**src/rtl/serial_addsub_pkg.sv**
```systemverilog
// Shared definitions for the bit-serial add/subtract unit: operation codes,
// controller state encodings and the initial-carry rule.
package serial_addsub_pkg;

  // Operation codes presented on the mode input
  localparam logic [1:0] ModeAdd = 2'b00;
  localparam logic [1:0] ModeSub = 2'b01;
  localparam logic [1:0] ModeNeg = 2'b10;
  localparam logic [1:0] ModeAbs = 2'b11;

  // Controller states
  localparam logic [1:0] StIdle  = 2'd0;
  localparam logic [1:0] StShift = 2'd1;
  localparam logic [1:0] StDone  = 2'd2;

  // Carry seeded into bit 0: the +1 of two's-complement inversion, applied for
  // subtract, negate, and absolute value of a negative operand.
  function automatic logic init_carry(input logic [1:0] mode, input logic a_msb);
    logic c;
    c = 1'b0;
    case (mode)
      ModeSub: c = 1'b1;
      ModeNeg: c = 1'b1;
      ModeAbs: c = a_msb;
      default: c = 1'b0;
    endcase
    return c;
  endfunction

endpackage

```
**src/rtl/serial_addsub_full_adder.sv**
```systemverilog
// One-bit full adder used as the single arithmetic slice of the serial unit.
module serial_addsub_full_adder (
  input  logic Bit1,
  input  logic Bit2,
  input  logic Cin,
  output logic Y,
  output logic Cout
);

  // Sum and carry of three input bits
  always_comb begin
    Y    = Bit1 ^ Bit2 ^ Cin;
    Cout = (Bit1 & Bit2) | (Cin & (Bit1 ^ Bit2));
  end

endmodule

```
**src/rtl/serial_addsub.sv**
```systemverilog
// Bit-serial add / subtract / negate / absolute-value unit. Operands are
// consumed LSB first through one full-adder slice, one bit per clock.
module serial_addsub
  import serial_addsub_pkg::*;
#(
  parameter int unsigned WIDTH = 8
) (
  input  logic             clk,
  input  logic             reset,
  input  logic             start,
  input  logic [1:0]       mode,
  input  logic [WIDTH-1:0] a,
  input  logic [WIDTH-1:0] b,
  output logic             busy,
  output logic             done,
  output logic [WIDTH-1:0] result,
  output logic             carry_out,
  output logic             overflow
);

  localparam int unsigned CntW = $clog2(WIDTH + 1);
  localparam logic [CntW-1:0] LastCnt = CntW'(WIDTH - 1);

  logic [1:0]       state_q, state_d;
  logic [WIDTH-1:0] a_sh_q, a_sh_d;
  logic [WIDTH-1:0] b_sh_q, b_sh_d;
  logic [WIDTH-1:0] res_sh_q, res_sh_d;
  logic [1:0]       mode_q, mode_d;
  logic             a_msb_q, a_msb_d;
  logic             carry_q, carry_d;
  logic             cin_msb_q, cin_msb_d;
  logic [CntW-1:0]  count_q, count_d;
  logic [WIDTH-1:0] result_q, result_d;
  logic             carry_out_q, carry_out_d;
  logic             overflow_q, overflow_d;
  logic             done_q, done_d;

  logic x_bit, y_bit, sum_bit, cout_bit;

  // Per-bit adder operands selected by the latched operation
  always_comb begin
    x_bit = a_sh_q[0];
    y_bit = 1'b0;
    unique case (mode_q)
      ModeAdd: begin
        x_bit = a_sh_q[0];
        y_bit = b_sh_q[0];
      end
      ModeSub: begin
        x_bit = a_sh_q[0];
        y_bit = ~b_sh_q[0];
      end
      ModeNeg: begin
        x_bit = ~a_sh_q[0];
        y_bit = 1'b0;
      end
      ModeAbs: begin
        // Invert only when the captured operand is negative
        x_bit = a_msb_q ? ~a_sh_q[0] : a_sh_q[0];
        y_bit = 1'b0;
      end
    endcase
  end

  serial_addsub_full_adder u_slice (
    .Bit1 (x_bit),
    .Bit2 (y_bit),
    .Cin  (carry_q),
    .Y    (sum_bit),
    .Cout (cout_bit)
  );

  // Controller next-state: capture, shift one bit per cycle, then publish
  always_comb begin
    state_d     = state_q;
    a_sh_d      = a_sh_q;
    b_sh_d      = b_sh_q;
    res_sh_d    = res_sh_q;
    mode_d      = mode_q;
    a_msb_d     = a_msb_q;
    carry_d     = carry_q;
    cin_msb_d   = cin_msb_q;
    count_d     = count_q;
    result_d    = result_q;
    carry_out_d = carry_out_q;
    overflow_d  = overflow_q;
    done_d      = 1'b0;
    case (state_q)
      StIdle: begin
        if (start) begin
          state_d = StShift;
          a_sh_d  = a;
          b_sh_d  = b;
          mode_d  = mode;
          a_msb_d = a[WIDTH-1];
          carry_d = init_carry(mode, a[WIDTH-1]);
          count_d = '0;
        end
      end
      StShift: begin
        res_sh_d = {sum_bit, res_sh_q[WIDTH-1:1]};
        a_sh_d   = a_sh_q >> 1;
        b_sh_d   = b_sh_q >> 1;
        carry_d  = cout_bit;
        count_d  = count_q + CntW'(1);
        if (count_q == LastCnt) begin
          // Carry into the MSB, kept for the overflow flag
          cin_msb_d = carry_q;
          state_d   = StDone;
        end
      end
      StDone: begin
        result_d    = res_sh_q;
        carry_out_d = carry_q;
        overflow_d  = cin_msb_q ^ carry_q;
        done_d      = 1'b1;
        state_d     = StIdle;
      end
      default: state_d = StIdle;
    endcase
  end

  // State registers with synchronous reset
  always_ff @(posedge clk) begin
    if (reset) begin
      state_q     <= StIdle;
      a_sh_q      <= '0;
      b_sh_q      <= '0;
      res_sh_q    <= '0;
      mode_q      <= '0;
      a_msb_q     <= 1'b0;
      carry_q     <= 1'b0;
      cin_msb_q   <= 1'b0;
      count_q     <= '0;
      result_q    <= '0;
      carry_out_q <= 1'b0;
      overflow_q  <= 1'b0;
      done_q      <= 1'b0;
    end else begin
      state_q     <= state_d;
      a_sh_q      <= a_sh_d;
      b_sh_q      <= b_sh_d;
      res_sh_q    <= res_sh_d;
      mode_q      <= mode_d;
      a_msb_q     <= a_msb_d;
      carry_q     <= carry_d;
      cin_msb_q   <= cin_msb_d;
      count_q     <= count_d;
      result_q    <= result_d;
      carry_out_q <= carry_out_d;
      overflow_q  <= overflow_d;
      done_q      <= done_d;
    end
  end

  // Outputs come straight from registers
  always_comb begin
    busy      = (state_q == StShift);
    done      = done_q;
    result    = result_q;
    carry_out = carry_out_q;
    overflow  = overflow_q;
  end

endmodule

```
**config.mk**
```make
export PLATFORM = sky130hd
export DESIGN_NAME = serial_addsub
export DESIGN_NICKNAME = d
export VERILOG_FILES = /design/src/rtl/serial_addsub_pkg.sv /design/src/rtl/serial_addsub_full_adder.sv /design/src/rtl/serial_addsub.sv
export SDC_FILE = /design/constraint.sdc
export NUM_CORES = 1
export LEC_CHECK = 0
export ABC_CLOCK_PERIOD_IN_PS = 1450
export CORE_AREA = 2 2 77 60
export CTS_CLUSTER_DIAMETER = 40
export DETAILED_ROUTE_END_ITERATION = 7
export DIE_AREA = 0 0 79 62
export GPL_TIMING_DRIVEN = 0
export PLACE_DENSITY = 0.73
export SLEW_MARGIN = 20
export SYNTH_ARGS = -nofsm -noshare
export SYNTH_HDL_FRONTEND = slang
export SYNTH_SLANG_ARGS = --single-unit
```
**constraint.sdc**
```tcl
create_clock -name clk -period 1.45 [get_ports clk]
set_input_delay 0.29 -clock clk [delete_from_list [all_inputs] [get_ports clk]]
set_output_delay 0.29 -clock clk [all_outputs]
set_load 0.01 [all_outputs]
```
# Word level (Yosys, flattened, before mapping)
# Index checks and enable logic that the tools add are counted.
op_classes:
  n_addsub: 1
  n_mul: 0
  div_mod_pow: 0
  n_lt_le_gt_ge: 0
  n_eq_ne: 11
  n_shift: 0
  mux: 16
  bitwise_logic: 8
  reduce_logical: 10
op_table:
  columns: ["cell", "n"]
  rows:
  - ["$pmux 8 s2", 2]
  - ["$mux 8", 2]
  - ["$eq 2x2->1 const B", 5]
  - ["$pmux 4 s2", 1]
  - ["$reduce_and 2->1", 4]
  - ["$eq 2x1->1 const B", 3]
  - ["$pmux 1 s3", 2]
  - ["$reduce_or 2->1", 3]
  - ["$add 4x1->4 const B", 1]
  - ["$eq 4x3->1 const B", 1]
  - ["$logic_not 2->1", 2]
  - ["$mux 2", 2]
  - ["$mux 4", 1]
  - ["$pmux 1 s2", 2]
  - ["$pmux 2 s2", 1]
  - ["$mux 1", 3]
  - ["$xor 1x1->1", 3]
  - ["$and 1x1->1", 2]
  - ["$ne 2x1->1 const B", 1]
  - ["$ne 2x2->1 const B", 1]
  - ["$not 1->1", 2]
  - ["$reduce_bool 2->1", 1]
  - ["$or 1x1->1", 1]
word_totals:
  regBits: 46
  latch_bits: 0
  ramBits: 0
  romBits: 0
  out_inout_bits: 12
  elab_cells: 59
  memories: 0

# Longest topological paths before layout
logic_depth:
  word_depth: 7
  ltp_mapped: 6
  mapped_depth_nobuf: 6

# By module
# A second synthesis with hierarchy kept.
hier_totals:
  hier_cells: 230
  area_unflattened_um2: 1901.8
by_module_without_submodules:
  columns: ["module", "n_inst", "cells_per_inst", "area_per_inst_um2", "seq_area_each_um2"]
  rows:
  - ["serial_addsub", 1, 229, 1881.8, 920.9]
  - ["serial_addsub_full_adder", 1, 1, 20.0, 0.0]

# Worst setup path before layout
# OpenSTA, ideal clock, no wires.
synth_timing:
  kind: "register to register"
  from: "register mode_q[0]"
  to: "register res_sh_q[7]"
  setup_ps: 86
  t_arrival_ps: 1352
  t_required_ps: 1364
  setup_slack_ps: 12
  stages_incl_launch_ff: 6
  period_less_slack_ps: 1438
  cell_sequence: "dfxtp_1 inv_1 o21ai_0 xor2_1 fa_1 a211oi_1"
synth_via:
  elab_chain_len: 5
  elab_cells_between_ends: 10
  classes_between: "eq/ne: 3; mux: 2; bitwise: 2; reduce/logical: 3"
synth_rtl:
  columns: ["item", "line_no", "rtl"]
  rows:
  - ["start: declaration", "serial_addsub.sv:28", "logic [1:0] mode_q, mode_d;"]
  - ["start signal: assignment", "serial_addsub.sv:144", "mode_q <= mode_d;"]
  - ["$eq 2x1->1 (tied with other cells)", "serial_addsub.sv:44", "unique case (mode_q)"]
  - ["$reduce_or 2->1 (no source line)", null, null]
  - ["$pmux 1 s3", "serial_addsub.sv:44", null]
  - ["$xor 1x1->1 (*) (2 in series)", "serial_addsub_full_adder.sv:12", "Y = Bit1 ^ Bit2 ^ Cin;"]
  - ["end signal: assignment", "serial_addsub.sv:143", "res_sh_q <= res_sh_d;"]
  - ["end: declaration", "serial_addsub.sv:27", "logic [WIDTH-1:0] res_sh_q, res_sh_d;"]
# Mark *: on every way between the ends. The rest lies on a longest branch, timed or not.
# A chain may end at the register's enable or synchronous reset.

# Worst setup path after layout
layout_timing:
  from: "register state_q[0]"
  to: "output port busy"
layout_via:
  elab_chain_len: 1
layout_rtl:
  columns: ["item", "line_no", "rtl"]
  rows:
  - ["start: declaration", "serial_addsub.sv:24", "logic [1:0] state_q, state_d;"]
  - ["start signal: assignment", "serial_addsub.sv:126", "state_q <= StIdle;"]
  - ["start signal: assignment", "serial_addsub.sv:140", "state_q <= state_d;"]
  - ["$eq 2x1->1", "serial_addsub.sv:158", "busy = (state_q == StShift);"]
  - ["end: declaration", "serial_addsub.sv:14", "output logic busy,"]
# No other way between the ends.

==> impl_metrics.yaml <==
outcome:
  status: "finished, final reports clean"
global_route:
  first_global_vias: 1478
  grt_pass1_wl_um: 6700
  antenna_found_initial: 0
  track_usage_pct: 17.4
  grt-ovfl-total: 0
  grt_max_degree: 14
detailed_routing:
  wire_per_inst_um: 12.1
  vias: 1663
  drcViolationCount: 0
  drt-initial-drc-count: 96
  drtPass1Iterations: 4
  ant_nets: 0
  met3_length_um: 145
  met2_length_um: 1840
  wl_um: 4020
  wl_met1_um: 1980
  viasPerCell: 5.02
  top_layer: "met4"
clock_tree:
  clock-root-buffer: "clkbuf_8"
  clk_latency_ns: 0.29
  cts_buffer_depth: 2
  clkTransAtPathRegs_ns: 0.08
  numCtsBuffers: 5
  cts_tree: "done"
  htreeDepth: 2
  clock-sinks: 46
sta:
  hold_viol: 0
  maxSlewViolCount: 0
  tightest_slew_ns: 0.445
  slew_headroom_pct: 70.4
  fin_crit_ns: 1.45
  finalCritPeriodShare_pct: 99.9
  setup_violations: 0
  fin_skew_ns: 0.00603
  fmax_mhz: 691
  rsz0062_at_grt: "yes"
job:
  cap_violations: 0
die:
  die_w_um: 79
  initial_core_util_pct: 43.6
  core_area_sq_um: 4260
  die_h_um: 62
  rows: 21
  die_area_sq_um: 4900
  io_pins: 33
logic_synthesis:
  synth-seq-cells: 46
  ys.flop_type: "dfxtp_1"
  synthArstFlopShare_pct: 0
  yosysSeqAreaShare_pct: 49.7
  yosysUniqueCellTypes: 33
  synthesis.area_sq_um: 1850
  synth-edff-count: 0
  syn_inst: 232
  syn_nets: 257
  ys_warn_count: 0
  syn-mean-instance-area_sq_um: 7.99
placed_design:
  place.port_buffers: 32
  dpl.hpwl_um: 2810
  placed_area_sq_um: 2250
  gp_congestion: 0.774
setup_path:
  endpoint_kind: "primary output"
  cp.arrival_ns: 1.16
  start_kind: "register"
  crit_required_ns: 1.16
  crit_type: "reg -> out"
  crit_fanout: 10
finish:
  final_cell_area_sq_um: 2440
  areaGrowthSynthToFinish_pct: 31.8
  final_layout_size_suffix_gt1_share_pct: 12.8
  n_antenna_cell: 0
  fin_nets: 298
pwr:
  ir_worst_vdd_mv: 0.454
  p_leak_nw: 0.989
  finalPower_mw: 2.63
  power_density_nw_per_um2: 1080
hold_path:
  hold_class: "in -> reg"
-- worst max-delay path, stage by stage (launching register included) --
cell,delay [ns]
dfxtp_2,0.33
buf_6,0.13
nand2b_4,0.06
inv_2,0.07
clkbuf_8,0.16
buf_6,0.11
-- repair_timing --
item,CTS,global route
buffers inserted,1,2
hold buffers,0,0
resized for setup,31,12
pin swaps,2,3
endpoints found under the setup margin,52,19
-- cells in the final DEF, fill, tap and decap left out, types with 3 or more instances in the layout --
cell / Yosys / layout
clkbuf_8: 0 / 6
buf_4: 1 / 4
a21oi_1: 26 / 26
nor4_1: 14 / 12
ha_1: 3 / 3
buf_2: 3 / 5
nand3b_1: 4 / 4
clkdlybuf4s50_1: 0 / 19
inv_1: 5 / 4
nor2_1: 47 / 47
nand2_1: 42 / 42
dlygate4sd2_1: 0 / 10
nand3_1: 3 / 3
nand2b_1: 4 / 3
clkbuf_1: 8 / 5
dfxtp_1: 46 / 43
-- state kept, by name, summed over array words and instances, names as in the netlist --
signal	flops
overflow	1
res_sh_q	8
b_sh_q	8
state_q	2
done	1
count_q	4
a_sh_q	8
cin_msb_q	1
carry_out	1
carry_q	1
result	8
mode_q	2
a_msb_q	1
-- layer usage --
metal,track usage [%],vias to the layer above
li1,-,850
met1,24.2,776
met2,27.5,30
met3,3.47,7
met4,6.65,0
met5,0,-
-- through the flow --
stage	util [%]	cells	worst slack [ns]	hold WS, ns	TNS [ns]
after floorplan	-	232	0.0120	0.426	0
after detailed placement	52.8	321	-0.554	0.449	-17.02
after CTS	55.9	330	0.000811	0.459	0
after global placement	52.8	321	-0.548	0.445	-16.97
final	57.4	331	0.00200	0.330	0
after global routing	57.4	331	-0.0557	0.350	-0.123
-- power by group --
part           total (mW)  internal (mW)  switching, mW
sequential           1.36           1.32         0.0376
clock               0.922          0.516          0.406
combinational       0.347          0.167          0.180
total                2.63           2.00          0.624
-- final timing paths --
kind | from | end | slack [ns] | cells after the start
min | mode[1] | mode_q[1]$_SDFFE_PP0P_ | 0.33 | 3
max | state_q[0]$_SDFFE_PP0P_ | busy | 0.002 | 5
max reg2reg | state_q[0]$_SDFFE_PP0P_ | carry_q$_SDFFE_PP0P_ | 0.04 | 4
min reg2reg | result[0]$_SDFFE_PP0P_ | result[0]$_SDFFE_PP0P_ | 0.46 | 2
-- final cells by class --
class / instances / area, sq um
clock inverters: 1 / 30.0
multi-input cells: 166 / 895
plain buffers: 14 / 88.8
flip-flops and latches: 46 / 927
clock buffers: 7 / 76.3
fillers: 387 / 1810
inverters: 5 / 18.8
repair buffers: 35 / 337
well taps: 57 / 71.3
-- Yosys cell counts (3+ instances only) --
| cell | instances | area, sq um |
|---|---|---|
| nand2b_1 | 4 | 25.0 |
| buf_2 | 3 | 15.0 |
| nor2_1 | 47 | 176 |
| dfxtp_1 | 46 | 921 |
| nand3_1 | 3 | 15.0 |
| nor4_1 | 14 | 87.6 |
| inv_1 | 5 | 18.8 |
| clkbuf_1 | 8 | 30.0 |
| nand2_1 | 42 | 158 |
| nand3b_1 | 4 | 30.0 |
| ha_1 | 3 | 37.5 |
| a21oi_1 | 26 | 130 |
-- kinds of logic after synthesis --
group | after synthesis | share of synthesized area (%)
AND/OR/NAND/NOR | 121 | 29.0
flip-flops | 46 | 49.7
AO/OA/AOI/OAI | 37 | 11.4
buffers and inverters | 20 | 4.86
adder cells (fa/ha/maj) | 4 | 3.10
XOR/XNOR | 3 | 1.42
multiplexers | 1 | 0.540
Note: power is estimated with default switching activity, not from simulation.
